`src/rtl/restoring_divider_pkg.sv`:
```
// Shared definitions for the sequential divider: controller state encoding and
// default operand width.
package restoring_divider_pkg;

  localparam int DIV_WIDTH = 16;

  // state | meaning
  // IDLE  | waiting for start, results held
  // ITER  | one quotient bit per cycle, busy high
  // DONE  | one-cycle done pulse, results valid
  typedef enum logic [1:0] {
    IDLE = 2'd0,
    ITER = 2'd1,
    DONE = 2'd2
  } div_state_t;

endpackage

```
`src/rtl/restoring_divider_if.sv`:
```
// Start/done handshake and operand/result bus of the divider.
interface restoring_divider_if #(
  parameter int WIDTH = 16
);

  logic             start;
  logic [WIDTH-1:0] dividend;
  logic [WIDTH-1:0] divisor;
  logic             busy;
  logic             done;
  logic             div_by_zero;
  logic [WIDTH-1:0] quotient;
  logic [WIDTH-1:0] remainder;

  modport master (
    output start, dividend, divisor,
    input  busy, done, div_by_zero, quotient, remainder
  );

  modport slave (
    input  start, dividend, divisor,
    output busy, done, div_by_zero, quotient, remainder
  );

endinterface

```
`src/rtl/restoring_div_dp.sv`:
```
// Datapath of the restoring divider: A/Q shift pair, divisor M, iteration
// counter and the result registers that stay frozen while iterating.
module restoring_div_dp #(
  parameter int WIDTH = 16
) (
  input  logic             clk,
  input  logic             clr,
  input  logic             ld,
  input  logic             shift_sub,
  input  logic [WIDTH-1:0] dividend,
  input  logic [WIDTH-1:0] divisor,
  output logic             count_is_one,
  output logic [WIDTH-1:0] quotient,
  output logic [WIDTH-1:0] remainder,
  output logic             div_by_zero
);

  localparam int CW = $clog2(WIDTH + 1);

  logic [WIDTH:0]   a;
  logic [WIDTH:0]   a_nxt;
  logic [WIDTH-1:0] q;
  logic [WIDTH-1:0] q_nxt;
  logic [WIDTH-1:0] m;
  logic [CW-1:0]    count;
  // One guard bit above the shifted A keeps the sign of the trial result
  // exact; the stored A top bit is always clear after restore/accept.
  logic [WIDTH+1:0] trial;

  assign count_is_one = (count == CW'(1));

  // Shift {A,Q} left, trial-subtract M, restore on a negative result
  always_comb begin
    trial = {a, q[WIDTH-1]} - {2'b00, m};
    if (!trial[WIDTH+1]) begin
      a_nxt = trial[WIDTH:0];
      q_nxt = {q[WIDTH-2:0], 1'b1};
    end else begin
      a_nxt = {a[WIDTH-1:0], q[WIDTH-1]};
      q_nxt = {q[WIDTH-2:0], 1'b0};
    end
  end

  // Operand load, iteration update and result capture on the final step
  always_ff @(posedge clk) begin
    if (clr) begin
      a           <= '0;
      q           <= '0;
      m           <= '0;
      count       <= '0;
      quotient    <= '0;
      remainder   <= '0;
      div_by_zero <= 1'b0;
    end else if (ld) begin
      if (divisor == '0) begin
        quotient    <= '1;
        remainder   <= dividend;
        div_by_zero <= 1'b1;
      end else begin
        a           <= '0;
        q           <= dividend;
        m           <= divisor;
        count       <= CW'(WIDTH);
        div_by_zero <= 1'b0;
      end
    end else if (shift_sub) begin
      a     <= a_nxt;
      q     <= q_nxt;
      count <= count - CW'(1);
      if (count_is_one) begin
        quotient  <= q_nxt;
        remainder <= a_nxt[WIDTH-1:0];
      end
    end
  end

endmodule

```
`src/rtl/restoring_divider.sv`:
```
// Sequential unsigned radix-2 restoring divider with start/done handshake.
// Control FSM lives here; arithmetic lives in restoring_div_dp.
module restoring_divider
  import restoring_divider_pkg::*;
#(
  parameter int WIDTH = DIV_WIDTH
) (
  input  logic               clk,
  input  logic               rst,
  restoring_divider_if.slave bus
);

  div_state_t state;
  div_state_t state_nxt;
  logic       ld;
  logic       shift_sub;
  logic       count_is_one;
  logic       divisor_zero;

  assign divisor_zero = (bus.divisor == '0);

  // State register
  always_ff @(posedge clk) begin
    if (rst) state <= IDLE;
    else     state <= state_nxt;
  end

  // Next state and datapath controls; start is only honoured outside ITER
  always_comb begin
    state_nxt = state;
    ld        = 1'b0;
    shift_sub = 1'b0;
    bus.busy  = 1'b0;
    bus.done  = 1'b0;
    case (state)
      IDLE, DONE: begin
        bus.done  = (state == DONE);
        state_nxt = IDLE;
        if (bus.start) begin
          ld        = 1'b1;
          state_nxt = divisor_zero ? DONE : ITER;
        end
      end
      ITER: begin
        bus.busy  = 1'b1;
        shift_sub = 1'b1;
        if (count_is_one) state_nxt = DONE;
      end
      default: state_nxt = IDLE;
    endcase
  end

  restoring_div_dp #(.WIDTH(WIDTH)) u_dp (
    .clk          (clk),
    .clr          (rst),
    .ld           (ld),
    .shift_sub    (shift_sub),
    .dividend     (bus.dividend),
    .divisor      (bus.divisor),
    .count_is_one (count_is_one),
    .quotient     (bus.quotient),
    .remainder    (bus.remainder),
    .div_by_zero  (bus.div_by_zero)
  );

endmodule
```
`src/flat_wrapper.sv`:
```
// flat-port wrapper written by rule: the top's interface ports become plain ports
module restoring_divider_flat import restoring_divider_pkg::*;
#(
  parameter int WIDTH = DIV_WIDTH
)
  (clk, rst, bus_start, bus_dividend, bus_divisor, bus_busy, bus_done, bus_div_by_zero, bus_quotient, bus_remainder);
  restoring_divider_if #(.WIDTH(WIDTH)) bus_i ();
  input  logic clk;
  input  logic rst;
  input wire logic [$bits(bus_i.start)-1:0] bus_start;
  input wire logic [$bits(bus_i.dividend)-1:0] bus_dividend;
  input wire logic [$bits(bus_i.divisor)-1:0] bus_divisor;
  output wire logic [$bits(bus_i.busy)-1:0] bus_busy;
  output wire logic [$bits(bus_i.done)-1:0] bus_done;
  output wire logic [$bits(bus_i.div_by_zero)-1:0] bus_div_by_zero;
  output wire logic [$bits(bus_i.quotient)-1:0] bus_quotient;
  output wire logic [$bits(bus_i.remainder)-1:0] bus_remainder;
  assign bus_i.start = bus_start;
  assign bus_i.dividend = bus_dividend;
  assign bus_i.divisor = bus_divisor;
  assign bus_busy = bus_i.busy;
  assign bus_done = bus_i.done;
  assign bus_div_by_zero = bus_i.div_by_zero;
  assign bus_quotient = bus_i.quotient;
  assign bus_remainder = bus_i.remainder;
  restoring_divider #(.WIDTH(WIDTH)) u_core (.clk(clk), .rst(rst), .bus(bus_i));
endmodule
```
`config.mk`:
```
export PLATFORM = sky130hd
export DESIGN_NAME = restoring_divider_flat
export DESIGN_NICKNAME = d
export VERILOG_FILES = /design/src/rtl/restoring_divider_pkg.sv /design/src/rtl/restoring_divider_if.sv /design/src/rtl/restoring_div_dp.sv /design/src/rtl/restoring_divider.sv /design/src/flat_wrapper.sv
export SDC_FILE = /design/constraint.sdc
export NUM_CORES = 1
export LEC_CHECK = 0
export ABC_CLOCK_PERIOD_IN_PS = 3450
export CAP_MARGIN = 20
export CORE_MARGIN = 1
export CORE_UTILIZATION = 54
export CTS_CLUSTER_SIZE = 8
export DETAILED_ROUTE_END_ITERATION = 10
export PLACE_DENSITY = 0.8
export SYNTH_ARGS = -nofsm -noshare
export SYNTH_HDL_FRONTEND = slang
export SYNTH_SLANG_ARGS = --single-unit
export TNS_END_PERCENT = 20
```
`constraint.sdc`:
```
create_clock -name clk -period 3.45 [get_ports clk]
set_clock_uncertainty 0.15 [all_clocks]
set_input_delay 0.345 -clock clk [delete_from_list [all_inputs] [get_ports clk]]
set_output_delay 0.345 -clock clk [all_outputs]
set_load 0.02 [all_outputs]
```
; Word-level counts from Yosys, hierarchy flattened
; Cells that the tools add are included.
[totals]
ff_bits = 89
input_bits = 35
output_inout_bits = 35
elab_cells = 53
[op_classes]
addsub = 2
eq_ne = 6
muxes = 28
n_bitwise = 1
n_reduce_logical = 8
[op_table]
columns = operator, count
row1 = $mux 16, 11
row2 = $mux 17, 4
row3 = $sub 18x16->18, 1
row4 = $logic_not 16->1, 1
row5 = $mux 5, 3
row6 = $mux 1, 6
row7 = $mux 2, 3
row8 = $eq 5x1->1 const B, 1
row9 = $sub 5x1->5 const B, 1
row10 = $ne 2x2->1 const B, 2
row11 = $pmux 2 s2, 1
row12 = $reduce_and 2->1, 2
row13 = $reduce_bool 2->1, 2
row14 = $reduce_and 3->1, 1
row15 = $eq 2x1->1 const B, 1
row16 = $eq 2x2->1 const B, 1
row17 = $logic_not 2->1, 1
row18 = $ne 2x1->1 const B, 1
row19 = $reduce_or 2->1, 1
row20 = $not 1->1, 1

; Depth between registers and ports, before layout
; Gate-level depths: netlist of the first run.
[depth]
depth_word = 5
depth_mapped = 11
mapped_depth_nobuf = 11

; Cells and area by module
; A second synthesis of the first run with hierarchy kept.
[hier_totals]
hier_cells = 571
area_unflattened_um2 = 4690.7
[modules_own_cells]
columns = module, instances, cells_per_inst, area_per_inst_um2, seq_area_each_um2
row1 = restoring_div_dp, 1, 554, 4528.1, 1741.7
row2 = restoring_divider, 1, 17, 162.7, 40.0

; Worst setup path before layout of the first run
; No wires, ideal clock.
[synth_timing]
kind = register to register
startpoint = reg u_core.u_dp.m[14]
endpoint = reg u_core.u_dp.remainder[1]
setup_ns = 0.133
arrival_ns = 2.172
t_required_ns = 3.167
setup_slack_ns = 0.995
path_stages_with_launch = 12
n_path_buf = 2
period_less_slack_ns = 2.455
path_cell_list = dfxtp_1 -> inv_1 -> ha_1 -> buf_6 -> a21oi_4 -> o211ai_2 -> a311oi_2 -> a31oi_2 -> nor2_4 -> buf_6 -> mux2i_1 -> o22ai_1
[synth_between]
elab_chain_cells = 5
[synth_lines]
columns = element, line
row1 = start: declaration, restoring_div_dp.sv:24  ; logic [WIDTH-1:0] m;
row2 = start signal: assignment, restoring_div_dp.sv:62  ; m <= divisor;
row3 = $sub 18x16->18, restoring_div_dp.sv:34  ; trial = {a, q[WIDTH-1]} - {2'b00, m};
row4 = $mux 17, restoring_div_dp.sv:35  ; if (!trial[WIDTH+1]) begin
row5 = $mux 16, restoring_div_dp.sv:70  ; if (count_is_one) begin
row6 = $mux 16, restoring_div_dp.sv:66  ; end else if (shift_sub) begin
row7 = $mux 16, restoring_div_dp.sv:54  ; end else if (ld) begin
row8 = end signal: assignment, restoring_div_dp.sv:57  ; remainder <= dividend;
row9 = end signal: assignment, restoring_div_dp.sv:72  ; remainder <= a_nxt[WIDTH-1:0];
row10 = end: declaration, restoring_div_dp.sv:14  ; output logic [WIDTH-1:0] remainder,
; No other way between the ends. The select of a mux whose other input is x is not followed.
; A chain may end at the register's enable or synchronous reset.

; Final worst setup path of the first run
[layout_timing]
startpoint = reg u_core.u_dp.m[3]
endpoint = reg u_core.u_dp.a[12]
[layout_between]
elab_chain_cells = 4
[layout_lines]
columns = element, line
row1 = $sub 18x16->18, restoring_div_dp.sv:34
row2 = $mux 17, restoring_div_dp.sv:35
row3 = $mux 17, restoring_div_dp.sv:66
row4 = $mux 17, restoring_div_dp.sv:54
row5 = end signal: assignment, restoring_div_dp.sv:67  ; a <= a_nxt;
row6 = end: declaration, restoring_div_dp.sv:20  ; logic [WIDTH:0] a;
; No other way between the ends. The select of a mux whose other input is x is not followed.

==> results of run 1 <==
==> per-layer routing <==
metal	vias to the layer above	wire length (um)	GRT usage
li1	2183	-	-
met1	2052	5230	0.359
met2	160	5530	0.445
met3	25	622	0.0542
met4	0	378	0.122
met5	-	0	0
==> worst min path at each step <==
stage | start | slack (ps) | depth (start not counted) | end
6_report | rst | 280 | 2 | u_core.u_dp.div_by_zero$_SDFFE_PP0P_
5_1_grt | rst | 300 | 2 | u_core.u_dp.div_by_zero$_SDFFE_PP0P_
4_1_cts | rst | 270 | 2 | u_core.u_dp.div_by_zero$_SDFFE_PP0P_
3_5_place_dp | u_core.u_dp.m[2]$_SDFFE_PP0P_ | 300 | 2 | u_core.u_dp.m[2]$_SDFFE_PP0P_
3_3_place_gp | u_core.u_dp.remainder[11]$_SDFFE_PP0P_ | 290 | 2 | u_core.u_dp.remainder[11]$_SDFFE_PP0P_
2_1_floorplan | u_core.u_dp.m[10]$_SDFFE_PP0P_ | 290 | 2 | u_core.u_dp.m[10]$_SDFFE_PP0P_
==> final cells by class <==
cell class              instances  share of cell area
clock buffers                   9              0.0221
repair buffers                 78               0.134
clock inverters                 7              0.0181
multi-input cells             439               0.466
flip-flops and latches         89               0.318
well taps                     105              0.0234
inverters                      27              0.0181
==> report_power, final <==
part	leakage [nW]	switching (mW)	total, mW	internal [mW]
sequential	0.726	0.126	1.29	1.17
combinational	1.26	1.84	3.10	1.26
clock	0.112	0.393	0.809	0.415
total	2.10	2.36	5.20	2.84
==> placed cells by master, fill, tap and decap left out, types with 4 or more instances in the layout <==
cell	synthesis	final
a211oi_1	6	6
a21boi_0	4	4
a21o_1	6	6
a21oi_1	31	31
a311oi_1	15	15
and2_1	4	4
buf_4	2	9
clkbuf_8	0	9
clkdlybuf4s50_1	0	68
dfxtp_1	89	89
ha_1	18	18
inv_1	27	27
mux2i_1	10	10
nand2_1	109	109
nand2b_1	5	5
nand3_1	10	10
nand4_1	5	5
nor2_1	61	61
nor3_1	26	26
nor4_1	5	5
o211ai_1	4	4
o21ai_0	25	25
o21ai_1	17	17
o22ai_1	9	9
xnor2_1	10	10
xor2_1	4	4
==> stage by stage <==
step	total power [mW]	instance area [sq um]	hold slack [ps]	worst slack, ps	cells
after floorplan	3.75	4670	286	995	592
after global placement	4.27	5380	291	541	738
after detailed placement	4.33	5380	301	514	738
after CTS	5.15	5610	268	467	754
after global routing	5.55	5610	297	235	754
final	5.20	5610	283	461	754
==> sequential cells by signal, indices dropped and copies added (netlist names) <==
signal	cells
u_core.u_dp.a	17
u_core.u_dp.m	16
u_core.u_dp.q	16
u_core.u_dp.quotient	16
u_core.u_dp.remainder	16
u_core.u_dp.count	5
u_core.state	2
u_core.u_dp.div_by_zero	1
==> worst reg2reg max path: cells and delay by family, from the launching register on <==
kind	cells	cell delay [ps]
muxes	1	360
adders and majority gates	1	350
AOI/OAI and AO/OA	4	800
and+or+nand+nor	2	740
DFF	1	380
buffers and inverters	1	60
==> kinds of logic (layout without fill, tap and decap cells) <==
kind of cell	Yosys count	after routing	synth area share
compound gates	151	151	0.222
mux	12	12	0.0270
fa+ha+maj	19	19	0.0525
buf+inv	64	121	0.0600
flops	89	89	0.381
simple gates	243	243	0.231
xor+xnor	14	14	0.0262
==> run_results.csv, run 1 <==
group,metric,value,unit
outcome,status,"finished, final reports clean",
critical_path,critPathArrivalTime,3060,ps
clock_network,clock_latency,370,ps
clock_network,cts_tree,"built",
power,p_leak,2.10,nW
timing,relSlewSlack,0.482,
placed_design,hpwl,8.81,mm
floorplan,coreArea,8300,sq um
finish,fin_nets,698,
floorplan,dieHeight,95.0,um
floorplan,start_util,0.563,
critical_path,crit_start,"u_core.u_dp.m[3]$_SDFFE_PP0P_",
clock_network,clkTransAtPathRegs,100,ps
routing,remaining_drc_errors,0,
routing,num_vias,4420,
timing,slew_violations,0,
synth,synth_top_area_frac,0.381,
critical_path,cp_slowest_cell,"nor2_4",
critical_path,crit_buf_inv,1,
grt,grt_pass1_vias,4035,
finish,antenna_cells,0,
synth,synth_edf_count,0,
routing,via_per_inst,5.86,
routing,drtIter0Drc,264,
synth,yosys.area.top_type,"dfxtp_1",
synth,ys.flop_type,"dfxtp_1",
critical_path,rr_endpoint,"u_core.u_dp.a[12]$_SDFFE_PP0P_",
critical_path,critical_path_class,"reg -> reg",
routing,avgRoutedWirePerCell,15.6,um
critical_path,reg2reg_slack,460,ps
power,powerDensity,927,nW/um^2
clock_network,post_cts_buffers,0,
critical_path,crit_fanout,22,
critical_path,endpoint,"u_core.u_dp.a[12]$_SDFFE_PP0P_",
synth,ys_seq_area_frac,0.381,
timing,period_share,0.866,
clock_network,cts-buffers-inserted,9,
critical_path,path_depth,9,
grt,grt_pass1_wl,19.3,mm
synth,synthTopCellsByCount,"nand2_1 (109), dfxtp_1 (89), nor2_1 (61)",
timing,rsz0062_at_grt,"false",
critical_path,r2r_start,"u_core.u_dp.m[3]$_SDFFE_PP0P_",
timing,fmax,335,MHz
synth,async_reset_ff_frac,0,
synth,netlist_area,4670,sq um
synth,synth_cell_types,66,
placed_design,gp_congestion,0.931,
finish,fillCellCount,696,
critical_path,cp_top_family,"compound AO/OA/AOI/OAI gates",
grt,gr-total-overflow,0,
grt,grt_antenna_before_repair,0,
timing,setup_violations,0,
critical_path,cpPeakStageDelay,580,ps
clock_network,cts_root_buf,"clkbuf_8",
synth,avgSynthCellArea,7.90,sq um
grt,track_usage,0.277,
floorplan,die_x,95.0,um
clock_network,cts.htree.levels,3,
critical_path,crit_path_cell_trace,"inv_1, ha_1, a21o_1, and2_1, o21ai_0, a31oi_2, nor2_4, mux2i_1, o32ai_1",
synth,yosysMostFrequentCell,"nand2_1",
synth,ys_ff_latch,89,
routing,routed_wl,11.8,mm
clock_network,cts_hold_buf,0,
critical_path,worstPathRequired,3520,ps
power,ir_drop,0.000753,V
routing,dr.pass1.iters,5,
finish,multiInputGateArea,2620,sq um
timing,fin_crit,2990,ps
clock_network,clock_sinks,89,
routing,detail-route-antenna-nets,0,
floorplan,fp.dieArea,9030,sq um
clock_network,cts_max_path_buffers,2,
finish,fin_util,0.676,
timing,setup_tns,0,ps
run,cap_violations,0,
synth,synthTopCellsByArea,"dfxtp_1 (38%), nand2_1 (8.8%), nor2_1 (4.9%)",
finish,register_area,1780,sq um
synth,synth_cells,592,
timing,hold_violations,0,
finish,syn_to_final_growth,20.0,%
grt,grt_max_degree,46,
critical_path,reg2reg_depth,9,
critical_path,crit_path_start_kind,"flip-flop",
placed_design,portBuffers,69,
finish,final_layout_size_suffix_gt1_frac,0.0678,
floorplan,num_io_pins,70,
synth,syn-num-nets,646,
critical_path,cp-end-kind,"flip-flop",
timing,worst_slew_pin_slew,777,ps
floorplan,fp-row-count,33,
clock_network,ctsResizeCount,0,
min_path,hold_class,"in -> reg",
synth,ys_warn_count,0,
Power figures use the tool's default switching activity.
==> run 2, diff against run 1 <==
Settings changed: SKIP_CTS_REPAIR_TIMING set to 1.
==> results of run 2 <==
No change in the layout: final DEF, timing and power equal those of run 1.
